<file path="src/rtl/regfile_write_sequencer.sv">
// Write-port sequencer for the 4x8 dual-port register file.
// Arbitrates ALU (A) and bus-load (B) writers, shapes the _rf_we strobe, tracks RAW hazards.
module regfile_write_sequencer #(
  parameter int SETUP_CYCLES = 1,
  parameter int PULSE_CYCLES = 1,
  parameter int HOLD_CYCLES  = 1
) (
  input  logic       clk,
  input  logic       _MR,
  input  logic       reqA,
  input  logic [1:0] addrA,
  input  logic [7:0] dataA,
  output logic       ackA,
  input  logic       reqB,
  input  logic [1:0] addrB,
  input  logic [7:0] dataB,
  output logic       ackB,
  output logic [1:0] rf_wr_addr,
  output logic [7:0] rf_wr_data,
  output logic       _rf_we,
  output logic       busy,
  output logic [3:0] pend,
  input  logic [1:0] rdL_addr,
  input  logic [1:0] rdR_addr,
  output logic       rdL_stall,
  output logic       rdR_stall
);

  localparam int S_EFF = (SETUP_CYCLES < 1) ? 1 : SETUP_CYCLES;
  localparam int P_EFF = (PULSE_CYCLES < 1) ? 1 : PULSE_CYCLES;
  localparam int H_EFF = (HOLD_CYCLES  < 1) ? 1 : HOLD_CYCLES;

  localparam int M_SP = (S_EFF > P_EFF) ? S_EFF : P_EFF;
  localparam int MAXC = (M_SP > H_EFF) ? M_SP : H_EFF;
  localparam int CW   = (MAXC > 1) ? $clog2(MAXC) : 1;

  localparam logic [CW-1:0] S_LD = CW'(S_EFF - 1);
  localparam logic [CW-1:0] P_LD = CW'(P_EFF - 1);
  localparam logic [CW-1:0] H_LD = CW'(H_EFF - 1);
  localparam logic          H_ONE = (H_EFF == 1);

  typedef enum logic [1:0] {
    IDLE,
    SETUP,
    STROBE,
    HOLD
  } state_t;

  state_t        r_state;
  logic [CW-1:0] r_cnt;
  logic          r_we_n;
  logic          r_ackA;
  logic          r_ackB;
  logic          r_busy;
  logic [3:0]    r_pend;
  logic [1:0]    r_addr;
  logic [7:0]    r_data;
  logic          r_last_b;
  logic          r_gnt_b;

  logic          w_any;
  logic          w_grant_b;
  logic [1:0]    w_gnt_addr;
  logic [7:0]    w_gnt_data;
  logic [3:0]    w_gnt_dec;
  logic          w_cnt_zero;
  logic          w_cnt_one;

  // Grant B when it is the only requester, or on a tie when A won last time.
  assign w_any      = reqA | reqB;
  assign w_grant_b  = reqB & (~reqA | ~r_last_b);
  assign w_gnt_addr = w_grant_b ? addrB : addrA;
  assign w_gnt_data = w_grant_b ? dataB : dataA;
  assign w_gnt_dec  = 4'b0001 << w_gnt_addr;
  assign w_cnt_zero = (r_cnt == '0);
  assign w_cnt_one  = (r_cnt == CW'(1));

  // Sequencer: grant, setup, strobe, hold, with all outputs registered.
  always_ff @(posedge clk or negedge _MR) begin
    if (!_MR) begin
      r_state  <= IDLE;
      r_cnt    <= '0;
      r_we_n   <= 1'b1;
      r_ackA   <= 1'b0;
      r_ackB   <= 1'b0;
      r_busy   <= 1'b0;
      r_pend   <= 4'b0000;
      r_addr   <= 2'b00;
      r_data   <= 8'h00;
      r_last_b <= 1'b1;
      r_gnt_b  <= 1'b0;
    end else begin
      unique case (r_state)
        IDLE: begin
          if (w_any) begin
            r_state  <= SETUP;
            r_cnt    <= S_LD;
            r_gnt_b  <= w_grant_b;
            r_last_b <= w_grant_b;
            r_addr   <= w_gnt_addr;
            r_data   <= w_gnt_data;
            r_pend   <= w_gnt_dec;
            r_busy   <= 1'b1;
          end
        end
        SETUP: begin
          if (w_cnt_zero) begin
            r_state <= STROBE;
            r_cnt   <= P_LD;
            r_we_n  <= 1'b0;
          end else begin
            r_cnt <= r_cnt - CW'(1);
          end
        end
        STROBE: begin
          if (w_cnt_zero) begin
            r_state <= HOLD;
            r_cnt   <= H_LD;
            r_we_n  <= 1'b1;
            r_ackA  <= H_ONE & ~r_gnt_b;
            r_ackB  <= H_ONE & r_gnt_b;
          end else begin
            r_cnt <= r_cnt - CW'(1);
          end
        end
        HOLD: begin
          if (w_cnt_zero) begin
            r_state <= IDLE;
            r_ackA  <= 1'b0;
            r_ackB  <= 1'b0;
            r_pend  <= 4'b0000;
            r_busy  <= 1'b0;
          end else begin
            r_cnt  <= r_cnt - CW'(1);
            r_ackA <= w_cnt_one & ~r_gnt_b;
            r_ackB <= w_cnt_one & r_gnt_b;
          end
        end
        default: begin
          r_state <= IDLE;
          r_we_n  <= 1'b1;
          r_ackA  <= 1'b0;
          r_ackB  <= 1'b0;
          r_pend  <= 4'b0000;
          r_busy  <= 1'b0;
        end
      endcase
    end
  end

  assign ackA       = r_ackA;
  assign ackB       = r_ackB;
  assign rf_wr_addr = r_addr;
  assign rf_wr_data = r_data;
  assign _rf_we     = r_we_n;
  assign busy       = r_busy;
  assign pend       = r_pend;
  assign rdL_stall  = r_pend[rdL_addr];
  assign rdR_stall  = r_pend[rdR_addr];

endmodule

</file>
<file path="config.mk">
export PLATFORM = sky130hd
export DESIGN_NAME = regfile_write_sequencer
export DESIGN_NICKNAME = d
export VERILOG_FILES = /design/src/rtl/regfile_write_sequencer.sv
export SDC_FILE = /design/constraint.sdc
export NUM_CORES = 1
export LEC_CHECK = 0
export ABC_AREA = 1
export CAP_MARGIN = 30
export CORE_ASPECT_RATIO = 1.4
export CORE_UTILIZATION = 42
export CTS_CLUSTER_SIZE = 10
export DETAILED_ROUTE_END_ITERATION = 12
export GPL_ROUTABILITY_DRIVEN = 1
export PLACE_DENSITY = 0.75
export SLEW_MARGIN = 20
export SYNTH_ARGS = -nofsm -noshare
export SYNTH_HDL_FRONTEND = slang
export SYNTH_SLANG_ARGS = --single-unit
</file>
<file path="constraint.sdc">
create_clock -name clk -period 1.6 [get_ports clk]
set_clock_uncertainty 0.2 [all_clocks]
set_input_delay 0.16 -clock clk [delete_from_list [all_inputs] [get_ports clk]]
set_output_delay 0.16 -clock clk [all_outputs]
set_load 0.01 [all_outputs]
</file>
Yosys cells after proc, flatten, opt, wreduce, memory -nomap -nowiden --
Cells that the tools add are included.
Storage, ports and cells: register bits after elaboration 23
Operators by class: add/subtract/negate cells 1, magnitude comparators 2, equality and inequality tests 7, shift operators 1, multiplexer cells 28, bitwise gates (word level) 8, reductions and logical operators 10
Operator list (count):
- 1-bit two-way mux | 11
- 2-bit two-way mux | 5
- 1-bit case mux with 2 select lines | 5
- 4-bit two-way mux | 2
- 8-bit two-way mux | 1
- 2-bit != test, second input constant | 4
- 2-bit case mux with 4 select lines | 1
- 4-bit case mux with 2 select lines | 1
- 2-bit by 3-bit < comparator with 1-bit output, second input constant | 2
- 3-bit AND reduction | 2
- 2-bit nonzero test | 3
- 1-bit binary-select mux with 2-bit select | 2
- 2-bit == test, second input constant | 2
- 2-bit AND reduction | 2
- 4-bit AND reduction | 1
- 1-bit by 2-bit left shift with 4-bit output, first input constant | 1
- 1-bit AND | 3
- 1-bit NOT | 3
- 3-bit OR reduction | 1
- 2-bit by 1-bit == test with 1-bit output, second input constant | 1
- 2-bit zero test | 1
- 1-bit bitwise OR | 2
- 1-bit subtractor, second input constant | 1

Depth between registers and ports, before layout --
Gate-level depths: netlist of the first run.
word-level depth 7, mapped depth 7, depth with buffers taken out 6

Worst setup path before layout of the first run --
OpenSTA, ideal clock, no wires.
kind register to register, start register r_state[0], end register r_pend[0] (netlist: pend[0]), library setup time 0.065 ns, arrival 1.148 ns, setup slack 0.187 ns, cell stages (with the launch flop) 8, buffers on the path 1, cells stage by stage dfrtp_1 > inv_1 > ha_1 > o21ai_2 > buf_6 > nor2_2 > nand3_1 > nand2_1
On the way: word-level cells in the longest chain between the ends 3, elaborated cells between the ends (all ways) 7, classes of those cells eq/ne (3); mux (1); reduce/logical (3)
RTL lines:
- start: declaration | RTL line 49 | state_t r_state;
- start signal: assignment | RTL line 81 | r_state <= IDLE;
- start signal: assignment | RTL line 96 | r_state <= SETUP;
- start signal: assignment | RTL line 108 | r_state <= STROBE;
- 2-bit == test or 2-bit zero test (tied branches) | RTL line 93 | unique case (r_state)
- 2-bit != test (no source line) or 2-bit nonzero test (tied branches)
- 3-bit AND reduction (no source line)
- end signal: assignment | RTL line 102 | r_pend <= w_gnt_dec;
- end: declaration | RTL line 55 | logic [3:0] r_pend;
Several ways; a longest one is shown, not always the timed one. A chain may end at the register's enable or synchronous reset.

Worst setup path after layout of the first run --
start input port rdL_addr[0], end output port rdL_stall
On the way: word-level cells in the longest chain between the ends 2
RTL lines:
- start: declaration | RTL line 23 | input logic [1:0] rdL_addr,
- 1-bit binary-select mux with 2-bit select | RTL line 158 | assign rdL_stall = r_pend[rdL_addr];
- 1-bit two-way mux (implied by the code) | RTL line 158
- end: declaration | RTL line 25 | output logic rdL_stall,
No other way between the ends. The select of a mux whose other input is x is not followed.

==> results by group, run 1 <==
Run status
  • Status: complete, no violations

Global route
  • Number of global-route vias before repair: 1224
  • Total grt overflow: 0
  • Gr usage total: 21.2%
  • Initial antenna violation count: 0
  • Global-route wire length before repair: 4770 µm
  • Pin count of the biggest net entering global routing: 23

STA
  • Max Clk Rate: 640 MHz
  • Slew @ Worst Pin: 0.280 ns
  • Max-Slew Margin vs Limit: 81.4%
  • Final worst path period share: 97.6%
  • Final hold vios: 0
  • Count of pins over their slew limit: 0
  • Final setup viols: 0
  • Period minus WS final: 1.56 ns
  • Setup Total Neg Slack: 0 ns
  • RSZ-0062 raised after global routing: yes

Synth
  • Post-Syn Area: 0.00118 mm²
  • Synth Register Bits: 22
  • Synthesized Nets: 179
  • Synth Area in Simple Gates: 25.1%
  • Synth Area in XOR/XNOR: 0%
  • Mean cell area of the mapped netlist: 8.03 µm²
  • Compound-Gate Fraction of Synth Area: 13.0%
  • Syn Inst Count: 147
  • Yosys cell types: 20
  • Post-Synth Adder-Cell Area: 4.24%
  • Largest family of logic cells by synthesized area: simple AND/OR/NAND/NOR gates
  • Seq/Total Area, Yosys: 46.8%
  • Mux cell area share after synthesis: 0%
  • Synth warn: 0

Die
  • Number of top-level pins: 48
  • DIE HEIGHT: 64.7 µm
  • Core ar.: 0.00264 mm²
  • Initial Utilization: 44.7%
  • Site Rows: 22
  • Die X-Extent: 46.8 µm
  • Die area: 0.00303 mm²

Power
  • Switching part of the total: 39.1%
  • PwrDens: 1580 mW/mm²
  • Peak VDD IR: 0.858 mV
  • Sequential power share: 34.9%
  • P_int: 1740 µW
  • P_sw: 1110 µW
  • Clock Power Share: 8.9%
  • Comb power frac: 56.1%
  • Total power: 2850 µW
  • Leak: 0.00105 µW

Hold path
  • Min-delay worst type: primary input to asynchronous set/reset pin

Clock network
  • Htree depth: 1
  • CTS tree: yes
  • Clk sink count: 22
  • Max Root-Sink Buffers: 2
  • Skew-Pair Late Insertion Delay: 0.29 ns
  • CTS Root Cell: clkbuf_4
  • Reg clk slew, reported paths: 0.12 ns
  • Clock buffers created by TritonCTS: 3

Final layout
  • Antenna cell count: 0
  • Area Overhead vs Synth: 52.5%
  • FILL cells: 244
  • Layout cells sized above 1: 14.0%
  • Final Cell Area: 0.00180 mm²
  • Post-Layout Cell Count: 243
  • Final net count: 240

Worst setup path
  • CP max FO: 4
  • Crit Path Category: primary input to output pin
  • CP peak stage delay: 0.53 ns
  • Crit start category: primary input
  • Worst Setup SP: rdL_addr[0]
  • Worst R2R Start: r_state[1]
  • CP max stage cell: clkdlybuf4s50_1
  • CP Capture Type: output pin
  • Crit path cell chain: clkdlybuf4s50_1 -> nand2_1 -> o21ai_1 -> nand2_1 -> o21ai_1 -> buf_2
  • R2R Setup Slk: 0.12 ns
  • Worst endpoint required time: 1.24 ns
  • Worst path arrival time: 1.20 ns

Place
  • GPL Wtd Cong: 0.705
  • Placed cell area: 0.00172 mm²
  • DP Cell Count: 235
  • Dpl hpwl: 2300 µm
  • Port Buffers: 47

Routing
  • DRC viols: 0
  • Drt first pass iters: 4
  • Number of routed nets with antenna violations: 0
  • Routed WL: 2960 µm
  • DR iter-0 viols: 18
  • Via count: 1173
  • Routed vias/inst: 4.83
  • Drt wl/cell: 12.2 µm

Run
  • Max_cap viols: 0
layout make-up:
cell class	instances	area [µm²]	share of cell area, %
Timing Repair Buffer	61	596	33.1
Clock buffer	4	26.3	1.46
Multi-Input combinational cell	99	503	27.9
Tap cell	36	45.0	2.50
Inverter	21	78.8	4.37
Sequential cell	22	553	30.7
registers in the layout, indices dropped and copies added (netlist names):
register / cells
_rf_we: 1
ackA: 1
ackB: 1
busy: 1
pend: 4
r_gnt_b: 1
r_last_b: 1
r_state: 2
rf_wr_addr: 2
rf_wr_data: 8
per-stage QoR:
step | utilization, % | worst slack, ns | hold WS, ns
2_1_floorplan | - | 0.187 | -0.336
3_3_place_gp | 65.2 | -0.250 | 0.256
3_5_place_dp | 65.2 | -0.355 | 0.266
4_1_cts | 65.9 | 0.00163 | 0.00693
5_1_grt | 68.2 | -0.0571 | 0.00223
6_report | 68.2 | 0.0377 | 0.00350
kinds of logic after synthesis:
| family | after synthesis |
|---|---|
| simple gates | 70 |
| fa+ha+maj | 4 |
| flops | 22 |
| compound gates | 25 |
| buf+inv | 26 |
what timing repair did:
| action | CTS | global route |
|---|---|---|
| hold buffers | 0 | 0 |
| setup buffers | 1 | 3 |
| pin swaps | 0 | 1 |
| gates resized for setup | 15 | 19 |
| setup endpoints to repair | 7 | 18 |
| endpoints found under the hold margin | 0 | 0 |
final timing paths:
path                                  to  depth (start not counted)
setup / recovery               rdL_stall                          6
hold / removal             rf_wr_data[1]                          2
setup reg to reg                    busy                          5
hold reg to reg                 r_last_b                          2
max in group asynchronous         _rf_we                          2
min in group clk                r_last_b                          2
worst max-delay path, delay by kind of cell:
| family | cells | cell delay [ns] |
|---|---|---|
| AOI/OAI and AO/OA | 2 | 0.19 |
| buffers and inverters | 2 | 0.69 |
| and+or+nand+nor | 2 | 0.16 |
cell usage after synthesis:
master | n | area, µm²
o21ai_2 | 1 | 8.76
inv_2 | 1 | 3.75
nor2_1 | 1 | 3.75
nand3_1 | 16 | 80.1
inv_1 | 20 | 75.1
o21ai_1 | 3 | 15.0
nand3b_1 | 1 | 7.51
dfrtp_1 | 20 | 500
a21oi_1 | 1 | 5.00
o21ai_0 | 10 | 50.1
nand2_2 | 2 | 12.5
buf_4 | 2 | 15.0
buf_6 | 3 | 33.8
nand2_1 | 48 | 180
nor2_2 | 1 | 6.26
or2_1 | 1 | 6.26
ha_1 | 4 | 50.1
o21a_1 | 2 | 15.0
o211ai_1 | 8 | 60.1
dfstp_2 | 2 | 52.6
cell usage in the layout (no fill, tap or decap):
| master | count |
|---|---|
| inv_2 | 3 |
| dlymetal6s2s_1 | 13 |
| buf_2 | 2 |
| clkdlybuf4s50_1 | 27 |
| o21ai_0 | 6 |
| buf_4 | 13 |
| clkbuf_4 | 3 |
| clkbuf_1 | 1 |
| or2_1 | 1 |
| nand3b_1 | 1 |
| o211ai_1 | 8 |
| dfrtp_1 | 20 |
| dfstp_2 | 2 |
| buf_6 | 1 |
| ha_2 | 1 |
| ha_1 | 3 |
| dlygate4sd2_1 | 5 |
| nor2_2 | 1 |
| nand2_1 | 48 |
| o21a_1 | 2 |
| nand3_1 | 16 |
| nor2_1 | 1 |
| nand2_2 | 2 |
| a21oi_1 | 1 |
| inv_1 | 18 |
| o21ai_2 | 1 |
| o21ai_1 | 7 |
power by group through the flow:
stage          Clock, µW  Combinational (µW)  Sequential (µW)
5_1_grt              294                1780             1030
3_5_place_dp           0                1610             1010
3_3_place_gp           0                1550             1000
2_1_floorplan          0                 730             1110
6_report             255                1600              998
4_1_cts              269                1580             1000
per-layer routing:
metal	wire, µm	vias to the layer above	global-route usage [%]	part of all wire (%)
li1	-	591	-	-
met1	1070	545	19.8	36
met2	1770	35	41.7	60
met3	119	2	3.34	4.0
met4	7	0	8.21	0.24
met5	0	-	0	0
Note: power is estimated with default switching activity, not from simulation.
==> inputs of run 2 (changes only) <==
- SLEW_MARGIN: 20 -> unset
==> results of run 2 <==
Same layout as run 1: the final DEF is identical, and so are final timing and power.
==> inputs of run 3 (changes only) <==
- CORE_ASPECT_RATIO: 1.4 -> unset
- SLEW_MARGIN: unset -> 10
==> run 3 against run 2 <==
Effect of this change:
- setup slack gained 0.035 ns
- via count shrank 2.2%
- power grew 1.2%
- register-to-register slack lost 0.02 ns
- cell count shrank 3.7%
- combinational power is essentially flat
- die area shrank 0.10%
- sequential power is essentially flat
- clock-buffer cell count is the same
- first-iteration DRC count shrank 56%
- critical path type is now flip-flop to output pin
- critical endpoint unchanged
- largest power group unchanged
- highest routed layer unchanged
==> results by group, run 3 (synthesis results as in run 1) <==
Die
  • Initial Utilization: 46.0%
  • Core ar.: 0.00257 mm²
  • DIE HEIGHT: 55.0 µm
  • Number of top-level pins: 48
  • Site Rows: 18
  • Die X-Extent: 55.0 µm
  • Die area: 0.00303 mm²

Worst setup path
  • Crit start category: flip-flop
  • CP peak stage delay: 0.43 ns
  • R2R depth: 7
  • CP Capture Type: output pin
  • Worst endpoint required time: 1.24 ns
  • Crit path cell chain: nand2_1 -> o21ai_1 -> nand2_1 -> o21ai_2 -> buf_2
  • Critical path's top delay family: flip-flops
  • Worst path arrival time: 1.17 ns
  • R2R Setup Slk: 0.10 ns
  • CP dominant cell by count: nand2_1
  • Critical R2R Capture: pend[1]
  • Crit path buffers/inverters: 1
  • CP max stage cell: dfrtp_1
  • CP max FO: 4
  • Worst R2R Start: r_state[1]
  • Crit Path Category: flip-flop to output pin

Place
  • Port Buffers: 47
  • Place WS: -0.383 ns
  • DP Cell Count: 228
  • Dpl hpwl: 2280 µm
  • GPL Wtd Cong: 0.815

Routing
  • Drt wl/cell: 12.4 µm
  • Number of routed nets with antenna violations: 0
  • DRC viols: 0
  • DR iter-0 viols: 8
  • Routed vias/inst: 4.90
  • Via count: 1147
  • Drt first pass iters: 4
  • Routed WL: 2910 µm

Run
  • Max_cap viols: 0

Final layout
  • Area Overhead vs Synth: 50.3%
  • Antenna cell count: 0
  • Fin util: 69.2%
  • Largest register FFs: 8
  • Post-Layout Cell Count: 234
  • Most frequent cells in the layout: nand2_1 (48), clkdlybuf4s50_1 (27), inv_1 (20), dfrtp_1 (20), nand3_1 (16)
  • Layout cells sized above 1: 12.7%
  • Most common cell after layout, fill and taps aside: nand2_1
  • Final net count: 237

Global route
  • Total grt overflow: 0
  • Global-route wire length before repair: 4680 µm
  • Initial antenna violation count: 0
  • Gr usage total: 22.0%
  • Pin count of the biggest net entering global routing: 23
  • Number of global-route vias before repair: 1118

Clock network
  • Clk sink count: 22
  • Skew-Pair Late Insertion Delay: 0.30 ns
  • Clock buffers created by TritonCTS: 3
  • Reg clk slew, reported paths: 0.13 ns
  • CTS Root Cell: clkbuf_4
  • Max Root-Sink Buffers: 2
  • CTS tree: yes
  • Htree depth: 1

Hold path
  • Hold_sp: dataB[0]
  • Min-delay worst type: primary input to flip-flop
  • Hold EP: rf_wr_data[0]
  • Hold depth: 3

STA
  • Setup Total Neg Slack: 0 ns
  • Count of pins over their slew limit: 0
  • Slew @ Worst Pin: 0.338 ns
  • Max Clk Rate: 655 MHz
  • Period minus WS final: 1.53 ns
  • RSZ-0062 raised after global routing: yes
  • Final hold vios: 0
  • Final setup viols: 0
  • Final worst path period share: 95.4%
  • Fin worst setup slack: 0.0732 ns
  • Max-Slew Margin vs Limit: 77.4%

Power
  • Clock Power Share: 10.8%
  • P_int: 1740 µW
  • P_sw: 1150 µW
  • Sequential power share: 34.9%
  • PwrDens: 1630 mW/mm²
  • Comb power frac: 54.3%
  • Peak VDD IR: 1.15 mV
  • Leak: 0.000979 µW
  • Switching part of the total: 39.8%
  • Total power: 2890 µW

Run status
  • Status: complete, no violations
run 3: cell count changes in the layout (fill, tap and decap cells not counted), sizes merged:
cell	delta
dlymetal6s2s	-7
dlygate4sd3	+1
buf	-4
dlygate4sd2	+7
run 3: power groups by stage:
stage	logic, µW	registers, µW	clock network (µW)
floorplan	730	1110	0
global placement	1560	1000	0
detailed placement	1630	1020	0
CTS	1520	1010	320
global route	1770	1040	343
finish	1570	1010	312
run 3: through the flow:
| step | area [µm²] | hold WS (ns) |
|---|---|---|
| 5_1_grt | 1780 | 0.261 |
| 4_1_cts | 1730 | 0.262 |
| 2_1_floorplan | 1180 | -0.336 |
| 3_5_place_dp | 1710 | 0.261 |
| 6_report | 1780 | 0.268 |
| 3_3_place_gp | 1710 | 0.257 |
run 3: worst max path at each step:
stage / slack, ns / cells after the start / start / end
after CTS: 0.001 / 1 / rf_wr_data[7] / rf_wr_data[7]
after floorplan: 0.19 / 7 / r_state[0] / pend[0]
after detailed placement: -0.38 / 5 / rdL_addr[0] / rdL_stall
after global routing: -0.05 / 5 / pend[3] / rdL_stall
after global placement: -0.25 / 5 / rdR_addr[0] / rdR_stall
final: 0.07 / 5 / pend[3] / rdL_stall
run 3: area by class of cell:
type / count / area (µm²)
sequential: 22 / 553
inverter: 21 / 78.8
multi-input combinational: 99 / 524
clock buffer: 4 / 36.3
fill: 233 / 792
tap: 30 / 37.5
timing repair buffer: 58 / 546
run 3: layer usage:
| metal | vias up | global-route usage (%) | share of wire (%) |
|---|---|---|---|
| met1 | 523 | 22.1 | 39 |
| li1 | 580 | - | - |
| met2 | 40 | 43.4 | 55 |
| met4 | 0 | 8.75 | 0.96 |
| met5 | - | 0 | 0 |
| met3 | 4 | 4.10 | 5.4 |
run 3: worst reg2reg max path: stages (launching register included):
cell,delay (ns)
dfrtp_1,0.43
inv_1,0.14
ha_4,0.17
o21ai_2,0.07
buf_4,0.18
nor2_4,0.12
nand3_1,0.09
nand2_1,0.06
run 3: what timing repair did:
item,CTS,global route
pin swaps,0,2
endpoints found under the hold margin,20,0
setup endpoints to repair,16,13
hold buffers,1,0
setup buffers,0,1
resized for setup,22,13
